**config.mk**
```make
export PLATFORM = sky130hd
export DESIGN_NAME = fp_addsub_seq
export DESIGN_NICKNAME = d
export VERILOG_FILES = /design/src/rtl/fp_addsub_seq.sv
export SDC_FILE = /design/constraint.sdc
export NUM_CORES = 1
export LEC_CHECK = 0
export CAP_MARGIN = 20
export CORE_ASPECT_RATIO = 0.75
export CORE_MARGIN = 5
export CORE_UTILIZATION = 65
export CTS_CLUSTER_DIAMETER = 100
export DETAILED_ROUTE_END_ITERATION = 10
export PLACE_DENSITY = 0.86
export SLEW_MARGIN = 20
export SYNTH_ARGS = -nofsm -noshare
export SYNTH_HDL_FRONTEND = slang
export SYNTH_SLANG_ARGS = --single-unit
```
**constraint.sdc**
```tcl
create_clock -name i_clk -period 11.2 [get_ports i_clk]
set_input_delay 2.24 -clock i_clk [delete_from_list [all_inputs] [get_ports i_clk]]
set_output_delay 2.24 -clock i_clk [all_outputs]
set_load 0.02 [all_outputs]
```
**src/rtl/fp_addsub_seq.sv**
```systemverilog
// Multi-cycle IEEE-754 single-precision add/subtract with round-to-nearest-even.
// Alignment and normalisation move one bit per cycle to keep the datapath small.
module fp_addsub_seq #(
  parameter int SKIP_SHIFT = 27
) (
  input  logic        i_clk,
  input  logic        i_rst_n,
  input  logic        i_valid,
  input  logic        i_operation,
  input  logic [31:0] i_data_a,
  input  logic [31:0] i_data_b,
  output logic        o_busy,
  output logic        o_valid,
  output logic [31:0] o_cal_result,
  output logic [2:0]  o_dbg_state
);

  // Handshake: a request is taken on a rising edge where i_valid=1 and o_busy=0.
  // o_busy stays high from the next cycle through the single o_valid cycle, and
  // i_valid is ignored for that whole window.
  typedef enum logic [2:0] {
    S_IDLE    = 3'd0,
    S_UNPACK  = 3'd1,
    S_ALIGN   = 3'd2,
    S_ADD     = 3'd3,
    S_NORM    = 3'd4,
    S_ROUND   = 3'd5,
    S_SPECIAL = 3'd6,
    S_DONE    = 3'd7
  } state_e;

  localparam logic [7:0] SKIP_W = 8'(SKIP_SHIFT);

  state_e             state_q, state_d;
  logic [31:0]        a_q, a_d;
  logic [31:0]        b_q, b_d;
  logic               sign_l_q, sign_l_d;
  logic               sign_s_q, sign_s_d;
  logic signed [9:0]  exp_l_q, exp_l_d;
  logic [27:0]        man_l_q, man_l_d;
  logic [26:0]        man_s_q, man_s_d;
  logic [7:0]         cnt_q, cnt_d;
  logic [31:0]        res_q, res_d;
  logic [31:0]        out_q, out_d;
  logic               valid_q, valid_d;

  logic [7:0]         ea, eb;
  logic [30:0]        mag_a, mag_b;
  logic [26:0]        ma, mb;
  logic               swap_w;
  logic               a_nan, b_nan, a_inf, b_inf;
  logic               sub_w;
  logic [27:0]        sum_w;
  logic               rnd_inc;
  logic [24:0]        rnd_sum;
  logic signed [9:0]  rnd_exp;
  logic [22:0]        rnd_frac;

  // Subnormals are treated as signed zero, so they get a zero magnitude and mantissa.
  assign ea     = a_q[30:23];
  assign eb     = b_q[30:23];
  assign mag_a  = (ea == 8'd0) ? 31'd0 : a_q[30:0];
  assign mag_b  = (eb == 8'd0) ? 31'd0 : b_q[30:0];
  assign ma     = (ea == 8'd0) ? 27'd0 : {1'b1, a_q[22:0], 3'b000};
  assign mb     = (eb == 8'd0) ? 27'd0 : {1'b1, b_q[22:0], 3'b000};
  assign swap_w = mag_b > mag_a;

  assign a_nan  = (ea == 8'hFF) && (a_q[22:0] != 23'd0);
  assign b_nan  = (eb == 8'hFF) && (b_q[22:0] != 23'd0);
  assign a_inf  = (ea == 8'hFF) && (a_q[22:0] == 23'd0);
  assign b_inf  = (eb == 8'hFF) && (b_q[22:0] == 23'd0);

  assign sub_w  = sign_l_q ^ sign_s_q;
  assign sum_w  = sub_w ? (man_l_q - {1'b0, man_s_q}) : (man_l_q + {1'b0, man_s_q});

  // G = bit2, R|S = bits1:0, LSB = bit3; a carry out of the rounded mantissa bumps the exponent.
  assign rnd_inc  = man_l_q[2] & (man_l_q[1] | man_l_q[0] | man_l_q[3]);
  assign rnd_sum  = {1'b0, man_l_q[26:3]} + {24'd0, rnd_inc};
  assign rnd_exp  = exp_l_q + $signed({9'd0, rnd_sum[24]});
  assign rnd_frac = rnd_sum[24] ? rnd_sum[23:1] : rnd_sum[22:0];

  always_ff @(posedge i_clk or negedge i_rst_n) begin
    if (!i_rst_n) begin
      state_q  <= S_IDLE;
      a_q      <= '0;
      b_q      <= '0;
      sign_l_q <= 1'b0;
      sign_s_q <= 1'b0;
      exp_l_q  <= '0;
      man_l_q  <= '0;
      man_s_q  <= '0;
      cnt_q    <= '0;
      res_q    <= '0;
      out_q    <= '0;
      valid_q  <= 1'b0;
    end else begin
      state_q  <= state_d;
      a_q      <= a_d;
      b_q      <= b_d;
      sign_l_q <= sign_l_d;
      sign_s_q <= sign_s_d;
      exp_l_q  <= exp_l_d;
      man_l_q  <= man_l_d;
      man_s_q  <= man_s_d;
      cnt_q    <= cnt_d;
      res_q    <= res_d;
      out_q    <= out_d;
      valid_q  <= valid_d;
    end
  end

  always_comb begin
    state_d  = state_q;
    a_d      = a_q;
    b_d      = b_q;
    sign_l_d = sign_l_q;
    sign_s_d = sign_s_q;
    exp_l_d  = exp_l_q;
    man_l_d  = man_l_q;
    man_s_d  = man_s_q;
    cnt_d    = cnt_q;
    res_d    = res_q;
    out_d    = out_q;
    valid_d  = 1'b0;

    case (state_q)
      S_IDLE: begin
        if (i_valid && !o_busy) begin
          a_d     = i_data_a;
          b_d     = {i_data_b[31] ^ i_operation, i_data_b[30:0]};
          state_d = S_UNPACK;
        end
      end

      S_UNPACK: begin
        if ((ea == 8'hFF) || (eb == 8'hFF)) begin
          state_d = S_SPECIAL;
        end else if (swap_w) begin
          sign_l_d = b_q[31];
          sign_s_d = a_q[31];
          exp_l_d  = $signed({2'b00, eb});
          man_l_d  = {1'b0, mb};
          man_s_d  = ma;
          cnt_d    = eb - ea;
          state_d  = S_ALIGN;
        end else begin
          sign_l_d = a_q[31];
          sign_s_d = b_q[31];
          exp_l_d  = $signed({2'b00, ea});
          man_l_d  = {1'b0, ma};
          man_s_d  = mb;
          cnt_d    = ea - eb;
          state_d  = S_ALIGN;
        end
      end

      S_ALIGN: begin
        if (cnt_q >= SKIP_W) begin
          man_s_d = {26'd0, |man_s_q};
          cnt_d   = 8'd0;
          state_d = S_ADD;
        end else if (cnt_q == 8'd0) begin
          state_d = S_ADD;
        end else begin
          man_s_d = {1'b0, man_s_q[26:2], man_s_q[1] | man_s_q[0]};
          cnt_d   = cnt_q - 8'd1;
          if (cnt_q == 8'd1) state_d = S_ADD;
        end
      end

      S_ADD: begin
        if (sum_w == 28'd0) begin
          // Cancellation gives +0; only like-signed zeros keep their sign.
          res_d   = {(sub_w ? 1'b0 : sign_l_q), 31'd0};
          state_d = S_DONE;
        end else begin
          man_l_d = sum_w;
          state_d = S_NORM;
        end
      end

      S_NORM: begin
        if (man_l_q[27]) begin
          man_l_d = {1'b0, man_l_q[27:2], man_l_q[1] | man_l_q[0]};
          exp_l_d = exp_l_q + 10'sd1;
          state_d = S_ROUND;
        end else if (!man_l_q[26] && (exp_l_q > 10'sd1)) begin
          man_l_d = {man_l_q[26:0], 1'b0};
          exp_l_d = exp_l_q - 10'sd1;
        end else begin
          state_d = S_ROUND;
        end
      end

      S_ROUND: begin
        if (rnd_exp >= 10'sd255) begin
          res_d = {sign_l_q, 8'hFF, 23'd0};
        end else if ((rnd_exp <= 10'sd0) || !man_l_q[26]) begin
          res_d = {sign_l_q, 31'd0};
        end else begin
          res_d = {sign_l_q, rnd_exp[7:0], rnd_frac};
        end
        state_d = S_DONE;
      end

      S_SPECIAL: begin
        if (a_nan || b_nan || (a_inf && b_inf && (a_q[31] ^ b_q[31]))) begin
          res_d = 32'h7FC0_0000;
        end else begin
          res_d = {(a_inf ? a_q[31] : b_q[31]), 8'hFF, 23'd0};
        end
        state_d = S_DONE;
      end

      S_DONE: begin
        out_d   = res_q;
        valid_d = 1'b1;
        state_d = S_IDLE;
      end

      default: state_d = S_IDLE;
    endcase
  end

  // valid_q extends busy over the result cycle, after the FSM has already returned to IDLE.
  assign o_busy       = (state_q != S_IDLE) || valid_q;
  assign o_valid      = valid_q;
  assign o_cal_result = out_q;
  assign o_dbg_state  = state_q;

endmodule

```
**Word level (Yosys, flattened, before mapping)**

Cells that the tools add are included.

- Word-level logic and storage cells: 138
- Register bits: 207
- Output and inout port bits: 37

- Equality and inequality tests: 18
- Reduce and logical (&&, ||, !) cells: 39
- $add $sub $neg: 9
- Muxes and demuxes: 46
- Order comparisons: 5
- Bitwise operators: 8

Operators with widths:

| operator | count |
|---|---|
| two-way mux 27 bit | 7 |
| two-way mux 28 bit | 5 |
| two-way mux 31 bit | 4 |
| one-hot mux 32 bit (3 select lines) | 1 |
| one-hot mux 28 bit (3 select lines) | 1 |
| two-way mux 32 bit | 2 |
| one-hot mux 27 bit (2 select lines) | 1 |
| logical NOT 23 bit | 2 |
| nonzero test 23 bit | 2 |
| two-way mux 8 bit | 5 |
| > comparator 31 bit | 1 |
| two-way mux 10 bit | 3 |
| adder 28 x 27 -> 28 bit | 1 |
| logical NOT 28 bit | 1 |
| subtractor 28 x 27 -> 28 bit | 1 |
| OR reduction 27 bit | 1 |
| adder 24 x 1 -> 25 bit | 1 |
| logical NOT 8 bit | 3 |
| two-way mux 23 bit | 1 |
| two-way mux 3 bit | 7 |
| one-hot mux 3 bit (7 select lines) | 1 |
| one-hot mux 10 bit (2 select lines) | 1 |
| == test 8 bit (second input constant) | 2 |
| one-hot mux 8 bit (2 select lines) | 1 |
| other kinds (32) | 70 |

**Depth between registers and ports, before layout**

Gate-level depths: netlist of the first run.

- Depth after elaboration: 10
- Gate-level depth with buffers: 21
- Depth with buffers taken out: 19

**Least setup slack after synthesis of the first run**

OpenSTA, ideal clock, no wires.

- Path kind: reg-to-reg
- Start point: register man_s_q[5]
- End point: register res_q[27]
- Data required time: 11,074 ps
- Cell stages (with the launch flop): 20
- Arrival: 5,207 ps
- Setup time: 126 ps
- Slack: 5,866 ps
- Clock period less this slack: 5,334 ps
- Path through: dfrtp_1 or3_1 or2_2 or3_1 nor2_1 a21oi_1 xnor2_1 ha_1 clkbuf_1 nand4_1 a2111oi_0 a221oi_1 xnor2_1 a2111oi_4 nand4_1 or4_4 or3_1 buf_6 buf_6 a311o_1

- Longest elaborated chain between the ends: 5
- Elaborated cells on any way between the ends: 6

Ends and longest elaborated chain:

| what | line | source |
|---|---|---|
| start: declaration | 41 | `logic [26:0] man_s_q, man_s_d;` |
| start signal: assignment | 104 | `man_s_q <= man_s_d;` |
| adder 28 x 27 -> 28 bit / subtractor 28 x 27 -> 28 bit (equally long branches) | 74 | `assign sum_w = sub_w ? (man_l_q - {1'b0, man_s_q}) : (man_l_q + {1'b0, man_s_q});` |
| two-way mux 28 bit * | 74 |  |
| logical NOT 28 bit * | 172 | `if (sum_w == 28'd0) begin` |
| != test 2 bit (no line) * | n/a |  |
| AND reduction 2 bit (no line) * | n/a |  |
| end signal: assignment | 106 | `res_q <= res_d;` |
| end: declaration | 43 | `logic [31:0] res_q, res_d;` |

Every way passes the cells marked *; elsewhere a longest branch is shown, timed or not.
A chain may end at the register's enable or synchronous reset.

**Final worst setup path of the first run**

Same ends and word-level chain as after synthesis.

==> run metrics, run 1 <==
status finished clean; DP Wirelength between 30000 and 40000 um; Crit Path Max Fanout 25; Setup CP Type register to register; unrepaired setup endpoints after global routing no; flop2flop setup slack 4720 ps; total grt overflow 0; Final Hold Vio Count 0; IO Port Bufs 104; Multi-input gate area 0.00904 mm^2; Setup crit end res_q[27]$_DFFE_PN0P_; slew of the pin with the lowest slew margin 1050 ps; crit path launch man_s_q[5]$_DFFE_PN0P_; Area growth syn-to-layout 12.8%; Final Cycle Share 0.579; post-cts repair resize count 0; post-CTS setup buffers 0; Mapped Cells 1734; top_reg_cell synth dfrtp_1; Die Y 141 um; fin crit period 6480 ps; Syn Area/Cell 8.61 um^2; Root Driver clkbuf_16; grt met2 use 0.533; initial antenna violation count 0; global-route wire length before repair 75500 um; fmax 0.154 GHz; area of the mapped netlist 0.0149 mm^2; layout cells sized above 1 0.100; Post-synth EDFFs 0; slowest stage delay, CP approximately 800 ps; Residual DRC 0; starting density of the core 0.654; Max clock buf depth 3; RR Endpoint res_q[27]$_DFFE_PN0P_; ys async rst share 1.00; total CTS buffers 23; Cells after DPL 2042; Synth cell types 78; Final Setup Violations 0; CTS tree yes; crit path cell chain or3_1 > nor4_1 > nor2b_1 > a21oi_1 > xnor2_1 > ha_1 > nand4_1 > a2111oi_0 > a221oi_1 > xnor2_1 > a2111oi_4 > nand4_1 > or4_4 > or3_1 > a311o_1; sequential-to-total area share from yosys stat 0.347; CTS Sinks 207; met3 Track Usage GR 0.0758; H-tree levels 1; DR vias/cell between 6 and 7; non-filler cells, final 2084; worst hold path class register to register; Rows 48; worst path required time 11610 ps; n_diodes 0; reg2reg start man_s_q[5]$_DFFE_PN0P_; Wirelength per Cell 22.9 um; Die W 185 um; slew margin rel. 0.297; GP Congestion 1.04; global router's overall resource usage 0.363; fillers 1706; R2R depth 15; Worst Setup Start Kind register; WP data arrival 6900 ps; Cell Area, Placed ~0.016 mm^2; M1 GR Usage 0.545; Post-CTS Hold Fix Bufs 0; full die area about 0.026 mm^2; Final ANT Viol Nets 0; CP Capture Type register; I/O pin cnt 105; Final TNS setup 0 ps; via count about 14000; Reg clk slew, reported paths 60 ps; Final Skew 18.1 ps; Finished Cell Area ~0.017 mm^2; Core ar. 0.0228 mm^2; WHS 507 ps; initial DRC count 1929; CP max stage cell nor4_1; YS warnings 0; Reg area 0.00518 mm^2; Max Cap Violations 0; largest net degree at the start of global routing 81; final wirelength ~48000 um; DR pass1 iterations 7; vias in the first global route 13250; flops & latches, synth 207; Slew Viols, Final 0; Skew-Pair Late Insertion Delay about 540 ps; final net count 1923; GRT Max-Usage Layer met1; post-synth net total 1889
==> placed cells by master (no fill, tap or decap), types with 26 or more instances in the layout <==
| cell | count |
|---|---|
| o21ai_0 | 132 |
| ha_1 | 84 |
| clkdlybuf4s50_1 | 103 |
| nand2_1 | 234 |
| nor4_1 | 26 |
| inv_1 | 73 |
| a22oi_1 | 39 |
| nand3_1 | 36 |
| a21oi_1 | 103 |
| xor2_1 | 31 |
| nor2_1 | 111 |
| mux2_2 | 102 |
| nand4_1 | 36 |
| dfrtp_1 | 206 |
| xnor2_1 | 49 |
| nor3_1 | 31 |
==> layer usage <==
| layer | share of wire | routed length (um) | vias to the layer above |
|---|---|---|---|
| met5 | 0 | 0 | - |
| met4 | 0.031 | 1490 | 0 |
| met3 | 0.11 | 5400 | 109 |
| met2 | 0.43 | 20500 | 855 |
| met1 | 0.43 | 20300 | 6806 |
| li1 | - | - | 6379 |
==> state kept, by name, indices dropped and copies added (netlist names) <==
name          flops
res_q            32
o_cal_result     32
sign_l_q          1
o_valid           1
exp_l_q          10
man_s_q          27
b_q              32
man_l_q          28
o_dbg_state       3
cnt_q             8
sign_s_q          1
a_q              32
==> synthesized netlist by cell type, types with 4 or more instances <==
master    instances  share of area
a211oi_1          8         0.0040
a21o_1           17         0.0086
a21oi_1         103          0.035
a221oi_1          5         0.0029
a22oi_1          40          0.020
a311o_1          13         0.0087
a31oi_1          20         0.0084
a32o_1           12         0.0080
and2_1           14         0.0059
and3_1           13         0.0054
and4_1            6         0.0035
buf_1             4         0.0010
buf_2             7         0.0023
buf_6             4         0.0030
clkbuf_1         98          0.025
dfrtp_1         207           0.35
ha_1             84          0.070
inv_1            73          0.018
mux2_1           17          0.013
mux2_2          102          0.077
mux2i_1          13         0.0087
nand2_1         236          0.059
nand2b_1         15         0.0063
nand3_1          36          0.012
nand4_1          36          0.015
nor2_1          113          0.028
nor2b_1          11         0.0046
nor3_1           32          0.011
nor4_1           26          0.011
o211ai_1         16         0.0080
o21a_1            8         0.0040
o21ai_0         132          0.044
o21ai_1           4         0.0013
o221ai_1         12         0.0070
o22ai_1          23         0.0096
o311ai_0          5         0.0029
o31ai_1           5         0.0025
or2_2             5         0.0021
or3_1            13         0.0054
or4_1             9         0.0045
xnor2_1          49          0.029
xor2_1           31          0.018
==> cells by family (layout without fill, tap and decap cells) <==
logic type / after synthesis / after routing / share of synthesized area
AOI/OAI and AO/OA: 466 / 466 / 0.203
adders and majority gates: 87 / 87 / 0.0744
DFF: 207 / 207 / 0.347
muxes: 132 / 132 / 0.0985
and+or+nand+nor: 576 / 576 / 0.181
xor gates and xnor gates: 80 / 80 / 0.0469
buffers and inverters: 186 / 236 / 0.0494
==> critical path, delay by kind of cell, from the launching register on <==
kind | cells | cell delay, ps
fa+ha+maj | 1 | 460
simple gates | 7 | 3190
compound gates | 5 | 1810
flops | 1 | 440
xor+xnor | 2 | 420
==> worst min path at each step <==
stage,from,to,slack (ps),cells past startpoint
6_report,o_cal_result[16]$_DFFE_PN0P_,o_cal_result[16]$_DFFE_PN0P_,510,1
5_1_grt,o_cal_result[20]$_DFFE_PN0P_,o_cal_result[20]$_DFFE_PN0P_,520,1
4_1_cts,o_cal_result[26]$_DFFE_PN0P_,o_cal_result[26]$_DFFE_PN0P_,510,1
3_5_place_dp,res_q[31]$_DFFE_PN0P_,res_q[31]$_DFFE_PN0P_,490,1
3_3_place_gp,sign_s_q$_DFFE_PN0P_,sign_s_q$_DFFE_PN0P_,480,2
2_1_floorplan,sign_s_q$_DFFE_PN0P_,sign_s_q$_DFFE_PN0P_,450,2
==> area by class of cell <==
| class | instances | share of cell area |
|---|---|---|
| Timing Repair Buffer | 122 | 0.0713 |
| Clock inverter | 6 | 0.00439 |
| Clock buffer | 35 | 0.0404 |
| Multi-Input combinational cell | 1341 | 0.537 |
| Sequential cell | 207 | 0.308 |
| Tap cell | 300 | 0.0223 |
| Inverter | 73 | 0.0163 |
==> stage by stage <==
step                worst slack, ps   util
detailed placement             4750  0.703
CTS                            4760  0.736
finish                         4720  0.737
floorplan                      5870      -
global route                   4380  0.737
global placement               5010  0.703
Power of run 1 is left out: the tool's default activity adds up to more than one toggle a clock period on the data nets, which glitch-free logic cannot reach.
==> run 2: changes to the inputs <==
CORE_UTILIZATION = 61   (was 65)
PLACE_DENSITY = 0.81   (was 0.86)
clock period = 6.4 ns   (was 11.2 ns; I/O delays follow)
==> run 2 against run 1 <==
Against the previous run:
- wire length decreased by 1.8%
- critical path depth increased by 2
- cell count increased by 1.7%
- utilization decreased by 3.4 points
- first-iteration DRC count decreased by 12%
- setup slack got worse by 4400 ps
- largest cell class unchanged
- critical endpoint is now res_q[23]$_DFFE_PN0P_
- sequential share of layout area decreased by 0.14 points
- clock-buffer cell count decreased by 10
==> run metrics, run 2 (synthesis gave the netlist of run 1 again) <==
unrepaired setup endpoints after global routing no (unchanged); GRT Max-Usage Layer met1 (unchanged); via count 14112 (was 14149); H-tree levels 1 (unchanged); Worst Setup Start Kind register (unchanged); worst hold path class register to register (unchanged); DR vias/cell 6.66 (was 6.79); grt met2 use 0.484 (was 0.533); post-CTS setup buffers 0 (unchanged); DP Wirelength 35000 um (was 35600 um); Skew-Pair Late Insertion Delay 550 ps (was 540 ps); Max clock buf depth 3 (unchanged); CTS tree yes (unchanged); Wirelength per Cell 22.1 um (was 22.9 um); fillers 1887 (was 1706); Final Setup Violations 0 (unchanged); GP Congestion 1.01 (was 1.04); worst path required time 6830 ps (was 11610 ps); full die area 0.0277 mm^2 (was 0.0261 mm^2); Die W 191 um (was 185 um); Final TNS setup 0 ps (unchanged); fin crit period 6040 ps (was 6480 ps); Final Cycle Share 0.943 (was 0.579); largest net degree at the start of global routing 139 (was 81); WP data arrival 6470 ps (was 6900 ps); Final ANT Viol Nets 0 (unchanged); DR pass1 iterations 6 (was 7); n_diodes 0 (unchanged); slew margin rel. 0.322 (was 0.297); Die Y 145 um (was 141 um); RR Endpoint res_q[23]$_DFFE_PN0P_ (was res_q[27]$_DFFE_PN0P_); IO Port Bufs 104 (unchanged); initial DRC count 1700 (was 1929); initial antenna violation count 0 (unchanged); Final Skew 36.4 ps (was 18.1 ps); Area growth syn-to-layout 13.3% (was 12.8%); total grt overflow 0 (unchanged); HP Start sign_s_q$_DFFE_PN0P_ (was o_cal_result[16]$_DFFE_PN0P_); commonest cells after routing, fill and taps aside nand2_1, dfrtp_1, o21ai_0 (unchanged); Reg clk slew, reported paths 70 ps (was 60 ps); Core ar. 0.0240 mm^2 (was 0.0228 mm^2); M1 GR Usage 0.515 (was 0.545); reg2reg start man_s_q[5]$_DFFE_PN0P_ (unchanged); status finished clean (unchanged); vias in the first global route 13175 (was 13250); hold endpoint sign_s_q$_DFFE_PN0P_ (was o_cal_result[16]$_DFFE_PN0P_); met3 Track Usage GR 0.0568 (was 0.0758); Rows 49 (was 48); starting density of the core 0.621 (was 0.654); Slew Viols, Final 0 (unchanged); CTS Sinks 207 (unchanged); CP Capture Type register (unchanged); final net count 1931 (was 1923); fmax 0.166 GHz (was 0.154 GHz); final wirelength 46800 um (was 47700 um); Residual DRC 0 (unchanged); layout cells sized above 1 0.105 (was 0.100); global-route wire length before repair 74500 um (was 75500 um); WHS Path Cells 2 (was 1); Setup CP Type register to register (unchanged); I/O pin cnt 105 (unchanged); slew of the pin with the lowest slew margin 1010 ps (was 1050 ps); Final Hold Vio Count 0 (unchanged); commonest non-fill, non-tap cell in the layout nand2_1 (unchanged); Root Driver clkbuf_16 (unchanged); Crit Path Max Fanout 25 (unchanged); flop2flop setup slack 360 ps (was 4720 ps); R2R depth 17 (was 15); total CTS buffers 22 (was 23); global router's overall resource usage 0.331 (was 0.363); Max Cap Violations 0 (unchanged)
## run 2: changes by cell type in the layout (fill, tap and decap cells not counted), sizes merged
cell and delta:
clkbuf -10, buf +9, clkinv +4, bufinv +2
clkinvlp +1, inv -1
## run 2: final cells by class
| cell class | instances | area [um^2] | area share |
|---|---|---|---|
| clock inverter | 12 | 166 | 0.00984 |
| multi-input combinational | 1341 | 9040 | 0.535 |
| tap | 331 | 414 | 0.0245 |
| timing repair buffer | 131 | 1260 | 0.0745 |
| sequential | 207 | 5180 | 0.306 |
| inverter | 73 | 274 | 0.0162 |
| clock buffer | 25 | 572 | 0.0338 |
## run 2: worst max-delay path by stage
stage,startpoint,to,cells after the start
after floorplan,man_s_q[5]$_DFFE_PN0P_,res_q[27]$_DFFE_PN0P_,19
after global placement,man_s_q[5]$_DFFE_PN0P_,res_q[27]$_DFFE_PN0P_,17
after detailed placement,man_s_q[5]$_DFFE_PN0P_,res_q[23]$_DFFE_PN0P_,17
after CTS,man_s_q[5]$_DFFE_PN0P_,res_q[23]$_DFFE_PN0P_,17
after global routing,man_s_q[5]$_DFFE_PN0P_,res_q[23]$_DFFE_PN0P_,17
final,man_s_q[5]$_DFFE_PN0P_,res_q[23]$_DFFE_PN0P_,17
## run 2: metal layers
| metal | vias to the layer above | wire (um) |
|---|---|---|
| met5 | - | 0 |
| met4 | 0 | 1150 |
| met3 | 94 | 4770 |
| met2 | 770 | 20100 |
| met1 | 6869 | 20800 |
| li1 | 6379 | - |
## run 2: stage by stage
| step | instances | util | hold slack [ps] | setup slack (ps) | instance area [um^2] |
|---|---|---|---|---|---|
| floorplan | 1734 | - | 454 | 1070 | 14900 |
| global placement | 2083 | 0.673 | 472 | 540 | 16200 |
| detailed placement | 2083 | 0.673 | 480 | 372 | 16200 |
| CTS | 2120 | 0.703 | 494 | 328 | 16900 |
| global route | 2120 | 0.703 | 518 | 17.9 | 16900 |
| finish | 2120 | 0.703 | 493 | 364 | 16900 |
## run 2: critical path, cell delays in order (launching register included)
cell       delay (ps)
dfrtp_1           430
or3_1             430
or2_2             320
or3_1             410
nor2_1            310
a21oi_1           140
xnor2_1           170
ha_1              460
nand4_1           200
a2111oi_1         500
a221oi_1          220
xnor2_1           250
a2111oi_4         360
nand4_1           200
or4_4             550
or3_1             370
buf_4             240
a311o_1           390
## run 2: what timing repair did
| item | CTS | global route |
|---|---|---|
| setup endpoints to repair | 0 | 9 |
| hold buffers | 0 | 0 |
| resized for setup | 0 | 1 |
Power of run 2 is left out for the same reason.
==> run 3: changes to the inputs <==
CTS_CLUSTER_SIZE = 28   (was default)
==> run 3 against run 2 <==
Against the previous run:
- hold slack better by 20 ps
- wire length is 1.1% lower
- register-to-register slack hardly changed
- global-route usage is 0.41 points lower
- maximum frequency hardly changed
- sequential cell count stayed put
- first-iteration DRC count is 1.5% higher
- cell area is 2.1% lower
- setup slack better by 1.2 ps
- critical path depth stayed put
==> run metrics, run 3 (synthesis gave the netlist of run 1 again) <==
slew margin rel. 0.309 (was 0.322); CTS tree yes (unchanged); Skew-Pair Late Insertion Delay 510 ps (was 550 ps); IO Port Bufs 104 (unchanged); crit-path leading delay family simple AND/OR/NAND/NOR gates (unchanged); critical path buffer and inverter count 1 (unchanged); R2R depth 17 (unchanged); Multi-input gate area 0.00904 mm^2 (unchanged); global router's overall resource usage 0.327 (was 0.331); Final Skew 32.5 ps (was 36.4 ps); most used cell, CP or3_1 (unchanged); full die area 0.0277 mm^2 (unchanged); I/O pin cnt 105 (unchanged); non-filler cells, final 2101 (was 2120); total grt overflow 0 (unchanged); Setup CP Type register to register (unchanged); slew of the pin with the lowest slew margin 1030 ps (was 1010 ps); Die W 191 um (unchanged); Worst Setup Start Kind register (unchanged); status finished clean (unchanged); WP data arrival 6420 ps (was 6470 ps); fin crit period 6030 ps (was 6040 ps); post-CTS setup buffers 0 (unchanged); Max Cap Violations 0 (unchanged); Reg area 0.00518 mm^2 (unchanged); DR vias/cell 6.65 (was 6.66); Final Cycle Share 0.943 (about the same); Die Y 145 um (unchanged); CP Capture Type register (unchanged); H-tree levels 1 (unchanged); Final ANT Viol Nets 0 (unchanged); slowest stage delay, CP 550 ps (about the same); CTS Sinks 207 (unchanged); worst hold path class register to register (unchanged); initial DRC count 1725 (was 1700); CP max stage cell or4_4 (unchanged); Wirelength per Cell 22.0 um (was 22.1 um); initial antenna violation count 1 (was 0); critical path depth in cells 17 (unchanged); fillers 1942 (was 1887); starting density of the core 0.621 (unchanged); Root Driver clkbuf_16 (unchanged); Slew Viols, Final 0 (unchanged); Crit Path Max Fanout 25 (unchanged); total CTS buffers 12 (was 22); Core ar. 0.0240 mm^2 (unchanged); Residual DRC 0 (unchanged); Final Setup Violations 0 (unchanged); n_diodes 0 (unchanged); Rows 49 (unchanged); Cells after DPL 2083 (unchanged); final net count 1921 (was 1931); layout cells sized above 1 0.0955 (was 0.105); Final Hold Vio Count 0 (unchanged); DP Wirelength 35000 um (unchanged); Reg clk slew, reported paths 110 ps (was 70 ps); via count 13962 (was 14112); final wirelength 46300 um (was 46800 um); commonest cells after routing, fill and taps aside nand2_1, dfrtp_1, o21ai_0 (unchanged); largest net degree at the start of global routing 139 (unchanged); commonest non-fill, non-tap cell in the layout nand2_1 (unchanged); Max clock buf depth 3 (unchanged); vias in the first global route 13064 (was 13175); global-route wire length before repair 73800 um (was 74500 um); WHS Path Cells 1 (was 2); GP Congestion 1.01 (unchanged); worst path required time 6790 ps (was 6830 ps); fmax 0.166 GHz (about the same); Final TNS setup 0 ps (unchanged); unrepaired setup endpoints after global routing no (unchanged); crit path cell chain or3_1 > or2_2 > or3_1 > nor2_1 > a21oi_1 > xnor2_1 > ha_1 > nand4_1 > a2111oi_1 > a221oi_1 > xnor2_1 > a2111oi_4 > nand4_1 > or4_4 > or3_1 > buf_4 > a311o_1 (unchanged); Area growth syn-to-layout 10.8% (was 13.3%); DR pass1 iterations 6 (unchanged)
==> run 3: cell count changes in the layout (fill, tap and decap cells not counted) <==
cell	change
clkinv_2	-6
clkbuf_16	-10
bufinv_16	-3
clkinv_4	-1
clkbuf_1	-1
clkinv_8	+1
clkbuf_8	-1
inv_6	+2
==> run 3: area by class of cell <==
type / instances / area share
Tap cell: 331 / 0.0250
Clock inverter: 5 / 0.00431
Timing Repair Buffer: 131 / 0.0762
Inverter: 73 / 0.0166
Multi-Input combinational cell: 1341 / 0.546
Sequential cell: 207 / 0.313
Clock buffer: 13 / 0.0184
==> run 3: final timing paths <==
check                                        from                           end  slack (ps)
setup reg to reg           man_s_q[5]$_DFFE_PN0P_         res_q[27]$_DFFE_PN0P_         370
min in group asynchronous                 i_rst_n           a_q[28]$_DFFE_PN0P_         740
hold reg to reg             res_q[14]$_DFFE_PN0P_  o_cal_result[14]$_DFFE_PN0P_         510
setup / recovery           man_s_q[5]$_DFFE_PN0P_         res_q[27]$_DFFE_PN0P_         370
hold / removal              res_q[14]$_DFFE_PN0P_  o_cal_result[14]$_DFFE_PN0P_         510
max in group asynchronous                 i_rst_n       man_l_q[27]$_DFFE_PN0P_        4450
==> run 3: what timing repair did <==
item	CTS	global route
gates resized for setup	0	1
endpoints found under the setup margin	0	9
hold buffers	0	0
==> run 3: worst reg2reg max path, cell delays in order (launching register included) <==
cell       delay (ps)
dfrtp_1           440
or3_1             430
or2_2             320
or3_1             410
nor2_1            300
a21oi_1           140
xnor2_1           170
ha_1              460
nand4_1           200
a2111oi_1         500
a221oi_1          220
xnor2_1           240
a2111oi_4         350
nand4_1           210
or4_4             550
or3_1             360
buf_4             230
a311o_1           400
==> run 3: metrics by stage <==
step                worst slack (ps)  cell area (um^2)  hold WS, ps  utilization
finish                           365             16500          513        0.688
global route                    20.3             16500          535        0.688
CTS                              345             16500          514        0.688
detailed placement               372             16200          480        0.673
global placement                 540             16200          472        0.673
floorplan                       1070             14900          454            -
==> run 3: per-layer routing <==
layer	GRT usage	vias to the layer above	wire length, um
li1	-	6358	-
met1	0.507	6726	20300
met2	0.477	783	19900
met3	0.0583	93	4850
met4	0.0779	2	1210
met5	0	-	13
Power of run 3 is left out for the same reason.
